===== config.mk =====
export PLATFORM = sky130hd
export DESIGN_NAME = gf_sqrt_iter
export DESIGN_NICKNAME = d
export VERILOG_FILES = /design/src/rtl/gf_sqrt_iter.sv
export SDC_FILE = /design/constraint.sdc
export NUM_CORES = 1
export LEC_CHECK = 0
export CAP_MARGIN = 5
export CORE_MARGIN = 2
export CORE_UTILIZATION = 40
export CTS_BUF_LIST = sky130_fd_sc_hd__clkbuf_2 sky130_fd_sc_hd__clkbuf_4 sky130_fd_sc_hd__clkbuf_8
export DETAILED_ROUTE_END_ITERATION = 10
export GPL_ROUTABILITY_DRIVEN = 0
export GPL_TIMING_DRIVEN = 0
export SYNTH_ARGS = -nofsm -noshare
export SYNTH_HDL_FRONTEND = slang
export SYNTH_SLANG_ARGS = --single-unit

===== constraint.sdc =====
create_clock -name clk -period 1.92 [get_ports clk]
set_input_delay 0.192 -clock clk [delete_from_list [all_inputs] [get_ports clk]]
set_output_delay 0.192 -clock clk [all_outputs]
set_load 0.01 [all_outputs]

===== src/rtl/gf_sqrt_iter.sv =====
// gf_sqrt_iter: iterative GF(2^M) square root.
// sqrt(a) = a^(2^(M-1)), computed as M-1 in-field squarings modulo POLY,
// SQ_PER_CYC squarings per clock, behind a start/busy/done handshake.
// Optional macro SQRT_SELFCHECK_EN adds a CHECK state that squares the
// result once more and flags err when it does not reproduce the operand.
module gf_sqrt_iter #(
  parameter int         M          = 8,
  parameter logic [M:0] POLY       = 9'h11B,
  parameter int         SQ_PER_CYC = 1
) (
  input  logic         clk,
  input  logic         rst_n,
  input  logic         start,
  input  logic [M-1:0] din,
  output logic         busy,
  output logic         done,
  output logic [M-1:0] dout,
  output logic         err
);

  // Wide enough to hold M-1 and SQ_PER_CYC without wrapping.
  localparam int            RW       = $clog2(M) + 1;
  localparam logic [RW-1:0] REM_INIT = RW'(M - 1);
  localparam logic [RW-1:0] SQ_W     = RW'(SQ_PER_CYC);

`ifdef SQRT_SELFCHECK_EN
  typedef enum logic [1:0] {S_IDLE, S_RUN, S_CHECK, S_DONE} state_t;
`else
  typedef enum logic [1:0] {S_IDLE, S_RUN, S_DONE} state_t;
`endif

  // Field squaring: spread a_i to bit 2i, then fold bits 2M-2..M back down
  // by XORing POLY aligned so its top bit cancels the bit being reduced.
  function automatic logic [M-1:0] gf_sq(input logic [M-1:0] a);
    logic [2*M-2:0] t;
    t = '0;
    for (int i = 0; i < M; i++) t[2*i] = a[i];
    for (int b = 2*M-2; b >= M; b--) begin
      if (t[b]) t[b-M +: M+1] = t[b-M +: M+1] ^ POLY;
    end
    return t[M-1:0];
  endfunction

  state_t        state_q, state_d;
  logic [M-1:0]  acc_q, acc_d;
  logic [RW-1:0] rem_q, rem_d;
  logic [M-1:0]  dout_q, dout_d;
  logic          done_q, done_d;

  logic [M-1:0]  sq_chain [0:SQ_PER_CYC];
  logic [RW-1:0] step_k;
  logic [M-1:0]  sq_sel;

`ifdef SQRT_SELFCHECK_EN
  logic [M-1:0]  shadow_q, shadow_d;
  logic          err_q, err_d;
`endif

  // Squaring chain for one RUN cycle; the last cycle may need fewer steps.
  always_comb begin
    sq_chain[0] = acc_q;
    for (int j = 1; j <= SQ_PER_CYC; j++) sq_chain[j] = gf_sq(sq_chain[j-1]);
    step_k = (rem_q < SQ_W) ? rem_q : SQ_W;
    sq_sel = sq_chain[SQ_PER_CYC];
    for (int j = 1; j <= SQ_PER_CYC; j++) begin
      if (RW'(j) == step_k) sq_sel = sq_chain[j];
    end
  end

  // Next-state and datapath control.
  always_comb begin
    // NOTE: every variable gets a default here so no path leaves it unassigned,
    // which is what would otherwise infer a latch.
    state_d = state_q;
    acc_d   = acc_q;
    rem_d   = rem_q;
    dout_d  = dout_q;
    done_d  = 1'b0;
`ifdef SQRT_SELFCHECK_EN
    shadow_d = shadow_q;
    err_d    = err_q;
`endif
    unique case (state_q)
      S_IDLE, S_DONE: begin
        if (start) begin
          acc_d   = din;
          rem_d   = REM_INIT;
          state_d = S_RUN;
`ifdef SQRT_SELFCHECK_EN
          shadow_d = din;
          err_d    = 1'b0;
`endif
        end
      end
      S_RUN: begin
        acc_d = sq_sel;
        rem_d = rem_q - step_k;
        if (rem_q == step_k) begin
`ifdef SQRT_SELFCHECK_EN
          state_d = S_CHECK;
`else
          state_d = S_DONE;
          dout_d  = sq_sel;
          done_d  = 1'b1;
`endif
        end
      end
`ifdef SQRT_SELFCHECK_EN
      S_CHECK: begin
        state_d = S_DONE;
        dout_d  = acc_q;
        done_d  = 1'b1;
        err_d   = (gf_sq(acc_q) != shadow_q);
      end
`endif
      default: state_d = S_IDLE;
    endcase
  end

  // State and datapath registers.
  always_ff @(posedge clk or negedge rst_n) begin
    // NOTE: the accumulator and counter are ordinary registers, not memory,
    // so they are cleared with everything else; an abort leaves no residue.
    if (!rst_n) begin
      state_q <= S_IDLE;
      acc_q   <= '0;
      rem_q   <= '0;
      dout_q  <= '0;
      done_q  <= 1'b0;
    end else begin
      // NOTE: non-blocking assignments so every flop samples pre-edge values.
      state_q <= state_d;
      acc_q   <= acc_d;
      rem_q   <= rem_d;
      dout_q  <= dout_d;
      done_q  <= done_d;
    end
  end

`ifdef SQRT_SELFCHECK_EN
  // Shadow copy of the operand and the registered mismatch flag.
  always_ff @(posedge clk or negedge rst_n) begin
    if (!rst_n) begin
      shadow_q <= '0;
      err_q    <= 1'b0;
    end else begin
      shadow_q <= shadow_d;
      err_q    <= err_d;
    end
  end
  assign err  = err_q;
  assign busy = (state_q == S_RUN) || (state_q == S_CHECK);
`else
  assign err  = 1'b0;
  assign busy = (state_q == S_RUN);
`endif

  assign done = done_q;
  assign dout = dout_q;

endmodule


==> impl_metrics.toml, run 1 <==
[synthesis]
synth_top_area_cell = "dfrtp_1"
synth_cells = 99
synth.area.top_cells = "dfrtp_1, mux2_1, a221o_1, xor2_1, xnor2_1"
synth.distinct_cells = 34
ys_seq_area_share_pct = 50.72
yosys.cell_count.top_type = "dfrtp_1"
syn_nets = 112
synth_edf_count = 0
avgSynthCellArea_um2 = 11.46
ys_ff_latch = 23
synth_ff_type = "dfrtp_1"
yosysTopAreaCellShare_pct = 50.72
yosys_warnings = 0
syn_area_mm2 = 0.001135
async_reset_ff_share_pct = 100.0
synth_commonest_cells = "dfrtp_1, mux2_1"

[finish]
drive_gt1_share_pct = 15.87
area_growth_pct = 26.68
final_util_pct = 52.59
diodes = 0
nNetsFinal = 140

[floorplan]
die_w_um = 57.27
die_y_um = 57.27
rows = 19
initial_core_util_pct = 41.51
io_pins = 22
fp.dieArea_mm2 = 0.003279
coreArea_mm2 = 0.002734

[critical_path]
critPathTopFamily = "simple AND/OR/NAND/NOR gates"
cp-start-kind = "register"
crit_chain = "nor3_1 > nor2_1 > inv_1 > ha_1 > nor3b_4 > nand2_4 > mux2_1"
cp.required_ns = 2.12
path_class = "register to register"
path_max_fanout = 8
reg2reg_to = "dout[1]"
ff2ff_path_depth = 7
slowest_stage = "dfrtp_1"
rrSetupSlack_ns = 0.15
critPathBufInv = 1
cp_num_cells = 7
endpoint_kind = "register"
cpPeakStageDelay_ns = 0.42
cp_data_arrival_time_ns = 1.97
r2r_start = "rem_q[3]"

[grt]
grt_pass1_wl_mm = 3.829
grt_start_max_net_pins = 24
antenna_found_initial = 0
grt_pass1_vias = 780
track_usage_pct = 15.35
grt_overflow = 0

[clock_tree]
clockBufferDepth = 2
cts_buffers = 3
clk_latency_ns = 0.30
cts_tree = "yes"
root_buffer = "clkbuf_4"
h-tree-depth = 1
clkSlewWorstSetupHoldPaths_ns = 0.13
cts_sinks = 23

[routing]
drt_iter0_drc = 18
dr.pass1.iters = 4
routedWlPerCell_um = 14.20
routed_wl_mm = 2.229
antenna_left = 0
via_per_inst = 5.197
drc_errors = 0
num_vias = 816

[job]
cap_violations = 0

[power]
power_frac_seq_pct = 33.6
ir_worst_vdd_uv = 939.2
power.internal_w = 0.001599
pwr-share-comb_pct = 57.8
p_clk_share_pct = 8.6
power_w = 0.002590
powerDensity_mw_per_mm2 = 1802
power.share.switching_pct = 38.26
total_leakage_power_nw = 0.6479
switchingPower_w = 0.0009911

[sta]
slew_viol_final = 0
max_freq_mhz = 565.4
post-route-period-util_pct = 92.11
period_needed_ns = 1.769
relSlewSlack_pct = 29.67
hold_ws_ns = 0.4431
tightest_slew_ns = 1.052
skew_ns = 0.004200
hold_viol = 0
setup_violations = 0

[place]
dp_hpwl_mm = 1.523
io_buffers = 20

[outcome]
outcome = "finished, final reports clean"

[min_path]
hold_path_class = "primary input to async pin"
## power by group through the flow
stage | Combinational, W | Clock, W | Sequential, W
3_3_place_gp | 0.00143 | 0 | 0.000879
5_1_grt | 0.00166 | 0.000265 | 0.000902
4_1_cts | 0.00149 | 0.000240 | 0.000878
3_5_place_dp | 0.00145 | 0 | 0.000882
2_1_floorplan | 0.000990 | 0 | 0.000905
6_report | 0.00150 | 0.000223 | 0.000870
## state kept, by name (all words and copies together), names as in the netlist
name / count
acc_q: 8
dout: 8
rem_q: 4
state_q: 2
done: 1
## worst reg2reg max path: stages (launching register included)
cell,delay [ns]
dfrtp_1,0.42
nor3_1,0.22
nor2_1,0.10
inv_1,0.07
ha_1,0.13
nor3b_4,0.25
nand2_4,0.14
mux2_1,0.33
## through the flow
stage                     setup WS [ns]  setup TNS [ns]  cells  area [um2]
after floorplan                  0.2052               0     99        1135
after global placement         -0.01719        -0.08399    150        1374
after detailed placement       -0.03321         -0.1665    150        1374
after CTS                       0.02277               0    154        1414
after global routing          -0.003835       -0.003835    157        1438
final                            0.1514               0    157        1438
## what timing repair did
item | in CTS | in global routing
resized for setup | 5 | 1
endpoints found under the setup margin | 7 | 6
hold buffers | 0 | 0
setup buffers | 0 | 3
## worst max-delay path by stage
stage	startpoint	end
floorplan	rem_q[2]	dout[0]
global placement	rem_q[2]	dout[0]
detailed placement	rem_q[2]	dout[1]
CTS	rem_q[2]	dout[1]
global route	rem_q[3]	dout[1]
finish	rem_q[3]	dout[1]
## per-layer routing
layer / track usage (%) / up-vias / part of all wire (%)
met5: 0 / - / 0
met4: 5.980 / 0 / 1.0
met3: 2.721 / 2 / 4.1
met2: 21.51 / 24 / 45
met1: 23.54 / 390 / 50
li1: - / 400 / -
## cells in the final DEF (no fill, tap or decap), drive strengths merged
| cell | count |
|---|---|
| dfrtp | 23 |
| nor3b | 2 |
| mux2i | 2 |
| a22oi | 1 |
| a2bb2oi | 1 |
| and2 | 1 |
| mux2 | 7 |
| clkbuf | 3 |
| ha | 2 |
| clkdlybuf4s50 | 19 |
| o21ai | 3 |
| conb | 1 |
| nor2b | 1 |
| a31oi | 2 |
| dlygate4sd2 | 1 |
| a21oi | 4 |
| and3 | 1 |
| nor3 | 3 |
| nand3b | 1 |
| buf | 9 |
| nor2 | 5 |
| xnor2 | 4 |
| nand2 | 5 |
| clkinv | 1 |
| inv | 5 |
| nand2b | 3 |
| xor2 | 5 |
| a221o | 6 |
| xor3 | 1 |
| nand3 | 2 |
| o211ai | 2 |
## cell families (layout without fill, tap and decap cells)
logic type | after synthesis | count (layout) | share of synthesized area [%]
and+or+nand+nor | 24 | 24 | 11.47
DFF | 23 | 23 | 50.72
xor gates and xnor gates | 10 | 10 | 9.150
adders and majority gates | 2 | 2 | 2.205
buffers and inverters | 11 | 38 | 5.072
AOI/OAI and AO/OA | 19 | 19 | 12.35
muxes | 9 | 9 | 8.710
other | 1 | 1 | 0.3304
## cell type report
cell class,count,area (um2)
well taps,31,38.79
flip-flops and latches,23,576.8
fillers,246,1296
clock buffers,3,22.52
multi-input cells,65,513.0
repair buffers,23,221.5
inverters,5,18.77
plain buffers,6,41.29
clock inverters,1,5.005
Power figures use the tool's default switching activity.
==> inputs of run 2 (changes only) <==
CELL_PAD_IN_SITES_DETAIL_PLACEMENT = 0   (was unset)
CELL_PAD_IN_SITES_GLOBAL_PLACEMENT = 1   (was unset)
PLACE_DENSITY_LB_ADDON = 0.1   (was unset)
TNS_END_PERCENT = 1   (was unset)
==> run 2 against run 1 <==
Sequential cell count is the same. Combinational power is essentially flat. Worst hold slack lost 0.019 ns. Maximum frequency shrank 0.53%.
==> impl_metrics.toml, run 2 (synthesized netlist as in run 1, its figures left out) <==
[clock_tree]
clk_latency_ns = 0.32
h-tree-depth = 1
cts_sinks = 23
cts_tree = "yes"
cts-hold-fix-buffers = 0
clkSlewWorstSetupHoldPaths_ns = 0.14
cts_buffers = 3
clockBufferDepth = 2
root_buffer = "clkbuf_4"

[grt]
antenna_found_initial = 0
grt_overflow = 0
track_usage_pct = 15.61
grt_pass1_wl_mm = 3.864
grt_start_max_net_pins = 24
grt_pass1_vias = 795

[power]
power.internal_w = 0.001608
ir_worst_vdd_uv = 957.3
switchingPower_w = 0.001010
power_w = 0.002618
powerDensity_mw_per_mm2 = 1831
pwr-share-comb_pct = 56.7
total_leakage_power_nw = 0.6399
power_frac_seq_pct = 33.9
power.share.switching_pct = 38.57
p_clk_share_pct = 9.4

[place]
post-place-cells = 150
dp_hpwl_mm = 1.611
io_buffers = 20

[critical_path]
path_class = "register to register"
cp-start-kind = "register"
critPathTopFamily = "simple AND/OR/NAND/NOR gates"
r2r_start = "rem_q[3]"
cpPeakStageDelay_ns = 0.46
cp.required_ns = 2.12
crit_chain = "nor3_2 > nor2_1 > inv_1 > ha_1 > nor3b_4 > nand2_4 > mux2_1"
critPathBufInv = 1
endpoint_kind = "register"
cp_data_arrival_time_ns = 1.98
rrSetupSlack_ns = 0.14
reg2reg_to = "dout[2]"
ff2ff_path_depth = 7
slowest_stage = "dfrtp_1"
path_max_fanout = 8

[finish]
drive_gt1_share_pct = 15.32
fin_cells = 155
nFillCells = 257
mostFrequentLayoutCell = "dfrtp_1"
final_cell_mix = "dfrtp_1, clkdlybuf4s50_1, mux2_1"
nNetsFinal = 138
area_growth_pct = 26.02
diodes = 0

[routing]
drc_errors = 0
routed_wl_mm = 2.321
dr.pass1.iters = 4
via_per_inst = 5.290
drt_iter0_drc = 15
num_vias = 820
antenna_left = 0
routedWlPerCell_um = 14.97

[sta]
period_needed_ns = 1.778
slew_viol_final = 0
tightest_slew_ns = 1.045
max_freq_mhz = 562.4
post-route-period-util_pct = 92.61
skew_ns = 0.01253
setup_violations = 0
relSlewSlack_pct = 30.12
hold_viol = 0
rsz0062_at_grt = "no"

[floorplan]
die_w_um = 57.27
rows = 19
die_y_um = 57.27
io_pins = 22
fp.dieArea_mm2 = 0.003279
coreArea_mm2 = 0.002734
initial_core_util_pct = 41.51

[outcome]
outcome = "finished, final reports clean"

[job]
cap_violations = 0

[min_path]
hold_path_class = "primary input to async pin"
==> run 2: power by group through the flow <==
| stage | clock, W | combinational [W] | sequential, W |
|---|---|---|---|
| after global routing | 0.000275 | 0.00163 | 0.000918 |
| after CTS | 0.000253 | 0.00150 | 0.000888 |
| after floorplan | 0 | 0.000990 | 0.000905 |
| after global placement | 0 | 0.00145 | 0.000881 |
| final | 0.000246 | 0.00149 | 0.000886 |
| after detailed placement | 0 | 0.00147 | 0.000889 |
==> run 2: worst max path at each step <==
| stage | start | end | slack (ns) | cells after the start |
|---|---|---|---|---|
| floorplan | rem_q[2] | dout[0] | 0.21 | 7 |
| global placement | rem_q[2] | dout[1] | -0.03 | 7 |
| detailed placement | rem_q[2] | dout[2] | -0.10 | 7 |
| CTS | rem_q[3] | dout[2] | 0.03 | 7 |
| global route | rem_q[3] | dout[1] | 0.03 | 7 |
| finish | rem_q[3] | dout[2] | 0.14 | 7 |
==> run 2: layer usage <==
layer | share of wire (%) | GRT usage [%] | vias to the layer above
met3 | 3.8 | 2.268 | 4
met1 | 50 | 21.83 | 398
met4 | 1.3 | 6.977 | 0
met5 | 0 | 0 | -
li1 | - | - | 401
met2 | 45 | 24.14 | 17
==> run 2: area by class of cell <==
type                            count  area (um2)  share of cell area [%]
Clock buffer                        4       30.03                   2.100
Inverter                            5       18.77                   1.312
Buffer                              6       41.29                   2.887
Multi-Input combinational cell     65       518.0                   36.22
Tap cell                           31       38.79                   2.712
Timing Repair Buffer               21       206.4                   14.44
Sequential cell                    23       576.8                   40.33
==> run 2: timing repair <==
action | CTS | global route
endpoints found under the setup margin | 7 | 6
gates resized for setup | 7 | 0
buffers inserted | 0 | 1
==> run 2: metrics by stage <==
stage	setup slack [ns]	hold slack [ns]	utilization, %	instance area, um2	setup TNS (ns)
3_5_place_dp	-0.1048	0.4799	50.25	1374	-0.5729
3_3_place_gp	-0.03487	0.4734	50.25	1374	-0.1967
6_report	0.1420	0.4241	52.31	1430	0
5_1_grt	0.02512	0.4429	52.31	1430	0
4_1_cts	0.02570	0.4239	52.04	1423	0
2_1_floorplan	0.2052	-0.1036	-	1135	0
